`config.mk`:
```
export PLATFORM = sky130hd
export DESIGN_NAME = pc_fetch_unit
export DESIGN_NICKNAME = d
export VERILOG_FILES = /design/src/rtl/pc_fetch_pkg.sv /design/src/rtl/pc_target_calc.sv /design/src/rtl/pc_fetch_unit.sv
export SDC_FILE = /design/constraint.sdc
export NUM_CORES = 1
export LEC_CHECK = 0
export CAP_MARGIN = 20
export CORE_MARGIN = 5
export CORE_UTILIZATION = 30
export DETAILED_ROUTE_END_ITERATION = 8
export GPL_TIMING_DRIVEN = 0
export RECOVER_POWER = 50
export REMOVE_ABC_BUFFERS = 1
export SLEW_MARGIN = 40
export SYNTH_ARGS = -nofsm -noshare
export SYNTH_HDL_FRONTEND = slang
export SYNTH_HIERARCHICAL = 1
export SYNTH_SLANG_ARGS = --single-unit
```
`constraint.sdc`:
```
create_clock -name clk -period 2.4 [get_ports clk]
set_input_delay 0.48 -clock clk [delete_from_list [all_inputs] [get_ports clk]]
set_output_delay 0.48 -clock clk [all_outputs]
set_load 0.02 [all_outputs]
```
`src/rtl/pc_fetch_pkg.sv`:
```
// Shared types and constants for the PC / instruction-fetch sequencer.
//   fetch_state_t : sequencer states (IDLE, FETCH, STALLED)
//   target_sel_t  : next-PC source select (SEQ, BRANCH, JUMP)
//   PC_STEP       : byte distance between sequential instruction words
package pc_fetch_pkg;

    localparam logic [31:0] PC_STEP = 32'd4;

    typedef enum logic [1:0] {
        IDLE    = 2'd0,
        FETCH   = 2'd1,
        STALLED = 2'd2
    } fetch_state_t;

    typedef enum logic [1:0] {
        SEQ    = 2'd0,
        BRANCH = 2'd1,
        JUMP   = 2'd2
    } target_sel_t;

endpackage

```
`src/rtl/pc_target_calc.sv`:
```
// Purely combinational redirect-target calculator.
//   redir_pc4     in  32  PC+4 of the redirecting instruction
//   branch_offset in  32  sign-extended, pre-shifted byte offset
//   jump_index    in  26  instruction[25:0] of a jump
//   sel           in      target select (SEQ / BRANCH / JUMP)
//   target        out 32  selected target address
module pc_target_calc
    import pc_fetch_pkg::*;
(
    input  logic [31:0] redir_pc4,
    input  logic [31:0] branch_offset,
    input  logic [25:0] jump_index,
    input  target_sel_t sel,
    output logic [31:0] target
);

    always_comb begin
        // NOTE: default assignment first so no path through the case leaves
        // target unassigned, which would infer a latch.
        target = redir_pc4;
        unique case (sel)
            // Branch wraps modulo 2^32; no overflow is reported.
            BRANCH:  target = redir_pc4 + branch_offset;
            // Jump stays inside the 256 MB region of the delay-slot PC.
            JUMP:    target = {redir_pc4[31:28], jump_index, 2'b00};
            default: target = redir_pc4;
        endcase
    end

endmodule

```
`src/rtl/pc_fetch_unit.sv`:
```
// Program counter and instruction-fetch sequencer.
//   clk, rst_n     clock, asynchronous active-low reset
//   stall          hold PC and suspend fetching
//   branch_taken   taken-branch redirect this cycle
//   jump           jump redirect this cycle (wins over branch_taken)
//   redir_pc4      PC+4 of the redirecting instruction
//   branch_offset  pre-shifted byte offset of the branch
//   jump_index     instruction[25:0] of the jump
//   imem_req       fetch request (held until imem_ack)
//   imem_addr      fetch address, equal to pc
//   imem_ack       memory returned the word for imem_addr this cycle
//   pc, pc_plus4   current PC and PC+4
//   fetch_valid    returned word is on the correct path
module pc_fetch_unit
    import pc_fetch_pkg::*;
#(
    parameter logic [31:0] RESET_PC = 32'h0000_0000
) (
    input  logic        clk,
    input  logic        rst_n,
    input  logic        stall,
    input  logic        branch_taken,
    input  logic        jump,
    input  logic [31:0] redir_pc4,
    input  logic [31:0] branch_offset,
    input  logic [25:0] jump_index,
    output logic        imem_req,
    output logic [31:0] imem_addr,
    input  logic        imem_ack,
    output logic [31:0] pc,
    output logic [31:0] pc_plus4,
    output logic        fetch_valid
);

    fetch_state_t state, state_next;
    target_sel_t  sel;
    logic         redirect;
    logic [31:0]  target;
    logic         pend;         // a redirect arrived while waiting for ack
    logic [31:0]  pend_target;  // most recent such redirect target

    assign redirect = jump | branch_taken;
    assign sel      = jump ? JUMP : (branch_taken ? BRANCH : SEQ);

    pc_target_calc u_target (
        .redir_pc4     (redir_pc4),
        .branch_offset (branch_offset),
        .jump_index    (jump_index),
        .sel           (sel),
        .target        (target)
    );

    // State register.
    always_ff @(posedge clk or negedge rst_n) begin
        // NOTE: sequential state uses non-blocking assignments so every
        // register samples pre-edge values regardless of statement order.
        if (!rst_n) state <= IDLE;
        else        state <= state_next;
    end

    // Next-state logic. A stall only takes effect once the outstanding
    // fetch has been acknowledged, so the request is never withdrawn.
    always_comb begin
        state_next = state;
        unique case (state)
            IDLE:    state_next = FETCH;
            FETCH:   if (imem_ack && stall) state_next = STALLED;
            STALLED: if (!stall) state_next = FETCH;
            default: state_next = IDLE;
        endcase
    end

    // Output logic; all outputs follow state/pc with no extra register.
    always_comb begin
        imem_req    = (state == FETCH);
        imem_addr   = pc;
        pc_plus4    = pc + PC_STEP;
        // A word returned while a redirect is pending or arriving belongs
        // to the wrong path and is squashed.
        fetch_valid = (state == FETCH) && imem_ack && !pend && !redirect;
    end

    // PC and pending-redirect registers.
    always_ff @(posedge clk or negedge rst_n) begin
        if (!rst_n) begin
            pc          <= RESET_PC;
            pend        <= 1'b0;
            pend_target <= '0;
        end else begin
            unique case (state)
                FETCH: begin
                    if (imem_ack) begin
                        // A redirect in the ack cycle is newer than any
                        // pending one, so it wins.
                        if (redirect)  pc <= target;
                        else if (pend) pc <= pend_target;
                        else           pc <= pc_plus4;
                        pend <= 1'b0;
                    end else if (redirect) begin
                        pend        <= 1'b1;
                        pend_target <= target;
                    end
                end
                IDLE, STALLED: begin
                    // No fetch outstanding: redirect lands directly.
                    if (redirect) pc <= target;
                end
                default: ;
            endcase
        end
    end

endmodule
```
== Word level (Yosys, flattened, before mapping) ==
Cells that the tools add are included.
Word-level totals
  input bits: 96
  output and inout bits: 98
  register bits after elaboration: 67
Cells by class
  multiplexer cells: 13
  equality and inequality tests: 8
  bitwise gates (word level): 2
  reductions and logical operators: 14
  add/subtract/negate cells: 2
Operators by type and width (number)
  32-bit 2-to-1 mux: 4
  32-bit one-hot mux with 2 select lines: 2
  32-bit by 3-bit adder with 32-bit output, second input constant: 1
  32-bit adder: 1
  2-bit 2-to-1 mux: 3
  2-bit one-hot mux with 3 select lines: 1
  3-bit AND reduction: 2
  2-bit by 1-bit equality test with 1-bit output, second input constant: 2
  2-bit equality test, second input constant: 2
  1-bit logical AND: 4
  2-bit by 1-bit != test with 1-bit output, second input constant: 2
  2-bit != test, second input constant: 2
  2-bit AND reduction: 2
  2-bit nonzero test: 2
  1-bit 2-to-1 mux: 3
  1-bit zero test: 2
  2-bit zero test: 1
  2-bit OR reduction: 1
  1-bit inverter: 1
  1-bit OR: 1

== Longest topological paths before layout ==
Gate-level depths: netlist (run 1).
  word-level depth: 7
  mapped depth: 16
  mapped depth without buffers: 16

== Hierarchy ==
The synthesis (run 1) kept the hierarchy.
Modules (own cells, without submodules)
  pc_fetch_unit: area each 4207.8 um^2, cells each 440, times used 1, seq. area each 1676.6 um^2
  pc_target_calc: area each 2205.9 um^2, cells each 325, times used 1, seq. area each 0.0 um^2

== Worst setup path before layout (run 1) ==
Ideal clock, no wire load.
  path kind: input port to flip-flop
  start point: input port redir_pc4[14]
  end point: register pc[31] (netlist: imem_addr[31])
  library setup time: 0.135 ns
  arrival time: 3.007 ns
  path buffers: 1
  stages: 14
  slack: -0.742 ns
  cells stage by stage: ha_1 buf_6 a21o_1 a21o_1 a21o_1 or3_1 o31a_4 mux2i_1 nor4_2 mux2i_1 o21ai_1 a21oi_1 o31a_1 o22ai_1
On the way
  word-level cells in the longest chain between the ends: 5
  elaborated cells between the ends (all ways): 6
  classes of those cells: add/sub (1); mux (5)
RTL lines
  start, declared: RTL line pc_fetch_unit.sv:24  | input logic [31:0] redir_pc4,
  32-bit adder (*): RTL line pc_target_calc.sv:23  | BRANCH: target = redir_pc4 + branch_offset;
  32-bit one-hot mux with 2 select lines (*): RTL line pc_target_calc.sv:21  | unique case (sel)
  via target[31]: RTL line pc_fetch_unit.sv:38  | logic [31:0] target;
  32-bit 2-to-1 mux: RTL line pc_fetch_unit.sv:95  | if (redirect) pc <= target;
  32-bit 2-to-1 mux: RTL line pc_fetch_unit.sv:92  | if (imem_ack) begin
  32-bit one-hot mux with 2 select lines (*): RTL line pc_fetch_unit.sv:90  | unique case (state)
  end signal, assigned: RTL line pc_fetch_unit.sv:95
  end signal, assigned: RTL line pc_fetch_unit.sv:96  | else if (pend) pc <= pend_target;
  end signal, assigned: RTL line pc_fetch_unit.sv:97  | else pc <= pc_plus4;
  end, declared: RTL line pc_fetch_unit.sv:30  | output logic [31:0] pc,
The timed path passes the listed nets; every way through them passes the cells marked *. The select of a mux whose other input is x is not followed.
A chain may end at the register's enable or synchronous reset.

== Final worst setup path (run 1) ==
  start point: input port branch_offset[14]
  end point: register pc[31] (netlist: imem_addr[31])
On the way
  word-level cells in the longest chain between the ends: 5
  elaborated cells between the ends (all ways): 6
  classes of those cells: add/sub (1); mux (5)
RTL lines
  start, declared: RTL line pc_fetch_unit.sv:25  | input logic [31:0] branch_offset,
  32-bit adder (*): RTL line pc_target_calc.sv:23
  32-bit one-hot mux with 2 select lines (*): RTL line pc_target_calc.sv:21
  via target[31]: RTL line pc_fetch_unit.sv:38
  32-bit 2-to-1 mux: RTL line pc_fetch_unit.sv:95
  32-bit 2-to-1 mux: RTL line pc_fetch_unit.sv:92
  32-bit one-hot mux with 2 select lines (*): RTL line pc_fetch_unit.sv:90
Marked as above.

==> results of run 1 <==
## per-layer routing
| metal | global-route usage | routed length (um) | up-vias |
|---|---|---|---|
| li1 | - | - | 3351 |
| met1 | 0.2660 | 11280 | 3521 |
| met2 | 0.3262 | 12550 | 264 |
| met3 | 0.05061 | 1925 | 42 |
| met4 | 0.03760 | 485 | 4 |
| met5 | 0 | 21 | - |
## final timing paths
kind	startpoint	to	cells after the start	slack [ps]
setup / recovery	branch_offset[14]	imem_addr[31]	14	-590
hold / removal	pend_target[13]	pend_target[13]	1	500
setup reg to reg	state[0]	pend_target[27]	5	30
hold reg to reg	pend_target[13]	pend_target[13]	1	500
max in group asynchronous	rst_n	imem_addr[22]	2	350
min in group asynchronous	rst_n	pend_target[3]	1	530
## flip-flops by register name, summed over array words and instances, names as in the netlist
register     cells
state            2
pend             1
pend_target     32
imem_addr       32
## cell families after synthesis
kind of cell,Yosys count,share of synthesized area
mux,40,0.06887
buf+inv,106,0.08623
flops,67,0.2614
compound gates,251,0.2585
simple gates,211,0.1805
xor+xnor,55,0.07511
fa+ha+maj,35,0.06945
## repair_timing
item	in CTS	in global routing
gates resized for setup	414	143
pin swaps	124	97
buffers inserted	87	56
setup endpoints to repair	91	77
gates cloned	1	0
## synth_stat cells, types with 6 or more instances
cell type	n	area [um2]
a21o_1	17	127.6
a21oi_1	70	350.3
a221oi_1	7	61.31
a22oi_1	19	142.6
a31oi_1	10	62.56
and3_1	13	81.33
buf_2	9	45.04
buf_4	36	270.3
clkbuf_1	26	97.59
dfrtp_1	67	1677
ha_1	34	425.4
inv_1	32	120.1
mux2_2	33	371.6
mux2i_1	7	70.07
nand2_1	48	180.2
nand2b_1	10	62.56
nand3_1	33	165.2
nand4_1	13	81.33
nor2_1	36	135.1
nor2b_1	7	43.79
nor3_1	8	40.04
nor4_1	6	37.54
o21a_1	9	67.56
o21ai_0	35	175.2
o21ai_1	16	80.08
o22ai_1	12	75.07
o31a_1	6	52.55
xnor2_1	34	297.8
xor2_1	21	183.9
## power by group
group / total [mW] / leakage, nW / switching [mW] / internal (mW)
Combinational: 5.62 / 3.71 / 2.92 / 2.70
Clock: 1.27 / 0.141 / 0.522 / 0.748
Sequential: 2.02 / 0.787 / 0.439 / 1.58
## stage by stage
step	setup WS (ps)	instances	setup TNS (ps)	util
global route	-739.9	1325	-23530	0.5215
CTS	-647.0	1269	-15670	0.4812
detailed placement	-1710	1165	-82690	0.3991
floorplan	-768.2	691	-32990	-
global placement	-3383	1159	-258050	0.3928
finish	-587.7	1325	-15590	0.5215
## worst register-to-register path: cells and delay by family (launching register included)
kind	cells	cell delay (ps)
buffers and inverters	1	320
multiplexers	1	370
AND/OR/NAND/NOR	3	1100
flip-flops	1	470
## layout make-up
class                   count  area, um2
diodes                      1      2.502
clock buffers              11      252.7
clock inverters             5      27.53
fillers                  1931      10060
inverters                  32      120.1
multi-input cells         593       5495
flip-flops and latches     67       1713
well taps                 275      344.1
repair buffers            341       3007
==> PnR_summary.wiki, run 1 <==
{| class="wikitable"
! Metric !! Value
|-
| Fraction of registers with async set/reset || 1.000
|-
| Power density over cell area || 812.3 nW/um2
|-
| Crit. End Element || flip-flop
|-
| Cell chain of the critical path || buf_6, ha_4, a21o_1, a21o_1, a21o_1, or3_1, o31a_4, mux2i_2, nor4_4, mux2i_1, o21ai_1, a21oi_1, o31a_1, o22ai_1
|-
| All-Layer GR Usage || 0.1983
|-
| Commonest non-fill, non-tap cell in the layout || buf_4
|-
| CP Class || in2reg
|-
| Transition at the pin with the smallest max-transition slack || 1604 ps
|-
| Residual antenna-violating net count after detailed routing || 0
|-
| Cell chosen for the clock root || clkbuf_16
|-
| Post-route clock period utilization || 1.245
|-
| Violations in the final reports || capacitance limit, slew limit, setup timing
|-
| Vias in the first global route || 7166
|-
| Synthesized area per cell || 8.384 um2
|-
| Hold violation count in the final report || 0
|-
| Initial detailed-routing violation count || 370
|-
| Initial antenna violation count || 3
|-
| Cell mode on critical path || a21o_1
|-
| Tmin final || 2988 ps
|-
| Type of element launching the critical path || input port
|-
| Outcome || complete, but fails checks
|-
| Number of enable flip-flop cells after synthesis || 0
|-
| Fraction of layout cells with a size suffix above 1 || 0.4385
|-
| Wire length of the first global-routing pass || 38850 um
|-
| Clock-pin slew of the registers on the worst-case setup and hold paths || 60 ps
|-
| Number of max-capacitance violations reported || 1
|-
| Pin count of the biggest net entering global routing || 41
|-
| Critical Path Fanout Max || 3
|-
| Cts bufs inserted || 9
|-
| Number of instances in the synthesized netlist || 765
|-
| Cts hold-fix bufs || 0
|-
| Endpoints failing setup || 59
|-
| DIE AREA || 24400 um2
|-
| TritonCTS Sinks || 67
|-
| Wirelength per Cell || 19.82 um
|-
| Chip width || 156.2 um
|-
| Count of unresolved DRC violations after routing || 0
|-
| Total placed instance area || 8389 um2
|-
| Leftover overflow at the end of global routing || 0
|-
| Max Clk Rate || 334.7 MHz
|-
| Max VDD drop || 0.6998 mV
|-
| Final routed wirelength across all metal layers || 26270 um
|-
| Primary flip-flop cell chosen by synthesis mapping || dfrtp_1
|-
| Via density || 5.420
|-
| TritonCTS clock tree || built
|-
| Cell row count || 53
|-
| Worst-case clock skew || 4.710 ps
|-
| Max stage delay on crit path || 360 ps
|-
| CTS H-Tree Depth || 3
|-
| Max Root-Sink Buffers || 2
|-
| Required arrival time at the worst endpoint || 2590 ps
|-
| Estimated wirelength of the detail-placed design || 16870 um
|-
| Height of the die || 156.2 um
|-
| Crit-path leading delay family || compound AO/OA/AOI/OAI gates
|-
| Total non-filler cell area in the finished layout || 10960 um2
|-
| Final #Nets || 1175
|-
| Synth cell types || 79
|-
| Hold/Removal Path Class || reg2reg
|-
| Data arrival time of the critical path || 3180 ps
|-
| Number of synthesis warnings || 6
|-
| Count of input and output buffers || 193
|-
| Static leakage power || 4.639 nW
|-
| Number of I/O pins || 194
|-
| Via Count || 7182
|-
| Signed area change from the synthesized netlist to the final layout || 70.91%
|-
| Cell area after synthesis || 6414 um2
|-
| Post-synthesis register bit count || 67
|-
| Starting utilization of the core area || 0.3051
|-
| Hold slack final || 500.0 ps
|-
| Slew margin rel. || -0.06920
|-
| Setup repair after global routing missed its margin || yes
|-
| Design Power || 8.904 mW
|-
| Top library cells by usage in the layout, fill and taps aside || buf_4 (139), clkdlybuf4s50_1 (109), nand2_1 (42), a21oi_1 (42), dfrtp_1 (38)
|-
| Number of pins with negative max-slew slack in the final report || 29
|-
| Critical path's slowest cell || or3_1
|-
| Setup ws final || -587.7 ps
|-
| Insertion delay of the later-clocked pin in the worst-skew pair || 340 ps
|-
| Number of iterations in the first detailed-routing pass || 5
|-
| Part of the Yosys area used for sequential elements || 0.2614
|-
| Final RePlAce weighted congestion || 0.8498
|-
| Crit path buffers/inverters || 1
|-
| Area of the core || 21020 um2
|}
Power figures use the tool's default switching activity.
==> inputs of run 2 (changes only) <==
--- a/config.mk
+++ b/config.mk
@@ -5,11 +5,13 @@
 export SDC_FILE = /design/constraint.sdc
 export NUM_CORES = 1
 export LEC_CHECK = 0
-export CAP_MARGIN = 20
+export CELL_PAD_IN_SITES_DETAIL_PLACEMENT = 2
+export CELL_PAD_IN_SITES_GLOBAL_PLACEMENT = 2
 export CORE_MARGIN = 5
-export CORE_UTILIZATION = 30
+export CORE_UTILIZATION = 28
 export DETAILED_ROUTE_END_ITERATION = 8
 export GPL_TIMING_DRIVEN = 0
+export PLACE_DENSITY_LB_ADDON = 0.1
 export RECOVER_POWER = 50
 export REMOVE_ABC_BUFFERS = 1
 export SLEW_MARGIN = 40
==> run 2 against run 1 <==
Net effect: the flow still finishes with violations (capacitance limit, slew limit, setup timing); total power increased by 11%; global-route usage increased by 5.0 points; core utilization is 2.4 points lower; final area rose by 2.5%; sequential share of layout area is 0.44 points lower; sequential power grew 7%; first-iteration DRC count shrank 20%; clock skew grew 4.8 ps; worst setup slack got worse by 380 ps; critical path depth is 4 higher; worst hold slack better by 11 ps; register-to-register slack lost 110 ps; critical endpoint is now imem_addr[14]; largest cell class unchanged.
==> PnR_summary.wiki, run 2 (synthesis results as in run 1) <==
{| class="wikitable"
! Metric !! Value
|-
| Tmin final || 3368 ps (+380.1 ps)
|-
| Insertion delay of the later-clocked pin in the worst-skew pair || 350 ps (about the same)
|-
| Cell count of the worst hold path || 1 (unchanged)
|-
| Commonest non-fill, non-tap cell in the layout || buf_4
|-
| Outcome || complete, but fails checks
|-
| Max Root-Sink Buffers || 2 (unchanged)
|-
| Height of the die || 161.3 um (+3.3%)
|-
| Hold/Removal Path Class || reg2reg
|-
| Clock-pin slew of the registers on the worst-case setup and hold paths || 60 ps (about the same)
|-
| Signed area change from the synthesized netlist to the final layout || 75.24%
|-
| Startpoint of the worst-slack reg-to-reg timing path || state[0]
|-
| Cts bufs inserted || 9 (unchanged)
|-
| Share of the core filled with cells in the final layout || 0.4979 (-0.02351)
|-
| Cell chosen for the clock root || clkbuf_16
|-
| Violations in the final reports || capacitance limit, slew limit, setup timing
|-
| DIE AREA || 26030 um2 (+6.7%)
|-
| Number of iterations in the first detailed-routing pass || 4 (-1)
|-
| Hold violation count in the final report || 0 (unchanged)
|-
| Number of I/O pins || 194 (unchanged)
|-
| CP Class || in2reg
|-
| Critical Path Fanout Max || 3 (unchanged)
|-
| Power density over cell area || 875.5 nW/um2 (+7.8%)
|-
| Chip width || 161.3 um (+3.3%)
|-
| Count of unresolved DRC violations after routing || 0 (unchanged)
|-
| Endpoint of the most critical register-to-register path || imem_addr[18]
|-
| Design Power || 9.840 mW (+11%)
|-
| Starting utilization of the core area || 0.2841 (-0.02095)
|-
| Final routed wirelength across all metal layers || 37310 um (+42%)
|-
| Estimated wirelength of the detail-placed design || 20630 um (+22%)
|-
| Worst-case clock skew || 9.532 ps (+4.822 ps)
|-
| All-Layer GR Usage || 0.2486 (+0.05039)
|-
| Type of element launching the critical path || input port
|-
| Crit. End Element || flip-flop
|-
| TritonCTS clock tree || built
|-
| Area of the core || 22570 um2 (+7.4%)
|-
| Initial antenna violation count || 1 (-2)
|-
| Setup repair after global routing missed its margin || yes
|-
| Max VDD drop || 0.5938 mV (-15%)
|-
| Residual antenna-violating net count after detailed routing || 0 (unchanged)
|-
| Cell row count || 55 (+3.8%)
|-
| CTS H-Tree Depth || 3 (unchanged)
|-
| Top library cells by usage in the layout, fill and taps aside || buf_4 (123), clkdlybuf4s50_1 (112), dfrtp_1 (43)
|-
| Initial detailed-routing violation count || 295 (-20%)
|-
| Count of input and output buffers || 193 (unchanged)
|-
| Wire length of the first global-routing pass || 51000 um (+31%)
|-
| Wirelength per Cell || 28.01 um (+41%)
|-
| Endpoints failing setup || 79 (+34%)
|-
| Worst setup slack for register-to-register paths || -80 ps (-110 ps)
|-
| Via density || 5.721 (+5.5%)
|-
| Via Count || 7620 (+6.1%)
|-
| Sink of the worst hold path || pend_target[30]
|-
| Max Clk Rate || 296.9 MHz (-11%)
|-
| Leftover overflow at the end of global routing || 0 (unchanged)
|-
| Min-Delay Startpoint || pend_target[30]
|-
| Static leakage power || 4.725 nW (+1.9%)
|-
| Depth of the worst register-to-register path || 5 (unchanged)
|-
| Required arrival time at the worst endpoint || 2640 ps (+50 ps)
|-
| Final RePlAce weighted congestion || 0.8232 (-3.1%)
|-
| Number of max-capacitance violations reported || 1 (unchanged)
|-
| Final #Nets || 1173 (-0.17%)
|-
| TritonCTS Sinks || 67 (unchanged)
|-
| Fraction of layout cells with a size suffix above 1 || 0.4512 (+0.01273)
|-
| Vias in the first global route || 8548 (+19%)
|-
| Post-route clock period utilization || 1.403 (+0.1584)
|-
| Data arrival time of the critical path || 3610 ps (+430 ps)
|-
| Setup ws final || -967.8 ps (-380.1 ps)
|-
| Slew margin rel. || -0.02043 (+0.04876)
|-
| Number of pins with negative max-slew slack in the final report || 23 (-21%)
|-
| Transition at the pin with the smallest max-transition slack || 1531 ps (-73.14 ps)
|-
| Pin count of the biggest net entering global routing || 47 (+15%)
|}
run 2: worst max-delay path by stage:
stage          depth (start not counted)             to              start
3_3_place_gp                           6    fetch_valid               jump
6_report                              18  imem_addr[14]       redir_pc4[0]
2_1_floorplan                         13  imem_addr[31]      redir_pc4[18]
5_1_grt                               18  imem_addr[14]   branch_offset[0]
4_1_cts                               14  imem_addr[31]  branch_offset[14]
3_5_place_dp                          16  imem_addr[26]       redir_pc4[0]
run 2: area by class of cell:
| cell class | count | area (um2) |
|---|---|---|
| antenna | 1 | 2.502 |
| clock buffer | 13 | 250.2 |
| clock inverter | 2 | 60.06 |
| fill | 2289 | 11330 |
| inverter | 32 | 120.1 |
| multi-input combinational | 593 | 5624 |
| sequential | 67 | 1707 |
| tap | 285 | 356.6 |
| timing repair buffer | 339 | 3119 |
run 2: where the power goes:
| part | internal, mW | switching [mW] |
|---|---|---|
| sequential | 1.57 | 0.604 |
| combinational | 2.88 | 3.30 |
| clock | 0.936 | 0.555 |
run 2: timing repair:
item	4_1_cts	5_1_grt
hold buffers	1	0
endpoints found under the hold margin	1	0
setup endpoints to repair	93	81
buffers inserted	88	51
pin swaps	123	90
gates cloned	1	0
resized for setup	480	115
run 2: per-layer routing:
layer	wire, um	track usage	part of all wire	up-vias
li1	-	-	-	3344
met1	14590	0.2854	0.39	3933
met2	20040	0.4624	0.54	268
met3	1360	0.03853	0.036	75
met4	1309	0.09422	0.035	0
met5	0	0	0	-
run 2: critical path: stages:
cell and delay (ps):
buf_8 110, ha_4 160, inv_2 60, fa_2 240, nor2b_2 60, o31a_1 300
o31ai_4 250, a31oi_4 180, buf_6 160, buf_6 120, buf_6 120, a21o_1 200
a21oi_2 190, xnor2_1 190, a22oi_1 150, o21ai_2 280, a21oi_1 140, o22ai_2 220
run 2: through the flow:
step           TNS (ps)  instances  setup WS [ps]  hold WS (ps)  area (um2)
2_1_floorplan    -32990        691         -768.2         184.4        5981
3_3_place_gp    -265650       1169          -3478         480.9        8269
6_report         -33480       1332         -967.8         511.0       11240
4_1_cts          -22110       1281         -778.3         508.8       10420
5_1_grt          -49930       1332         -942.3         523.8       11240
3_5_place_dp     -91640       1176          -1927         362.5        8433
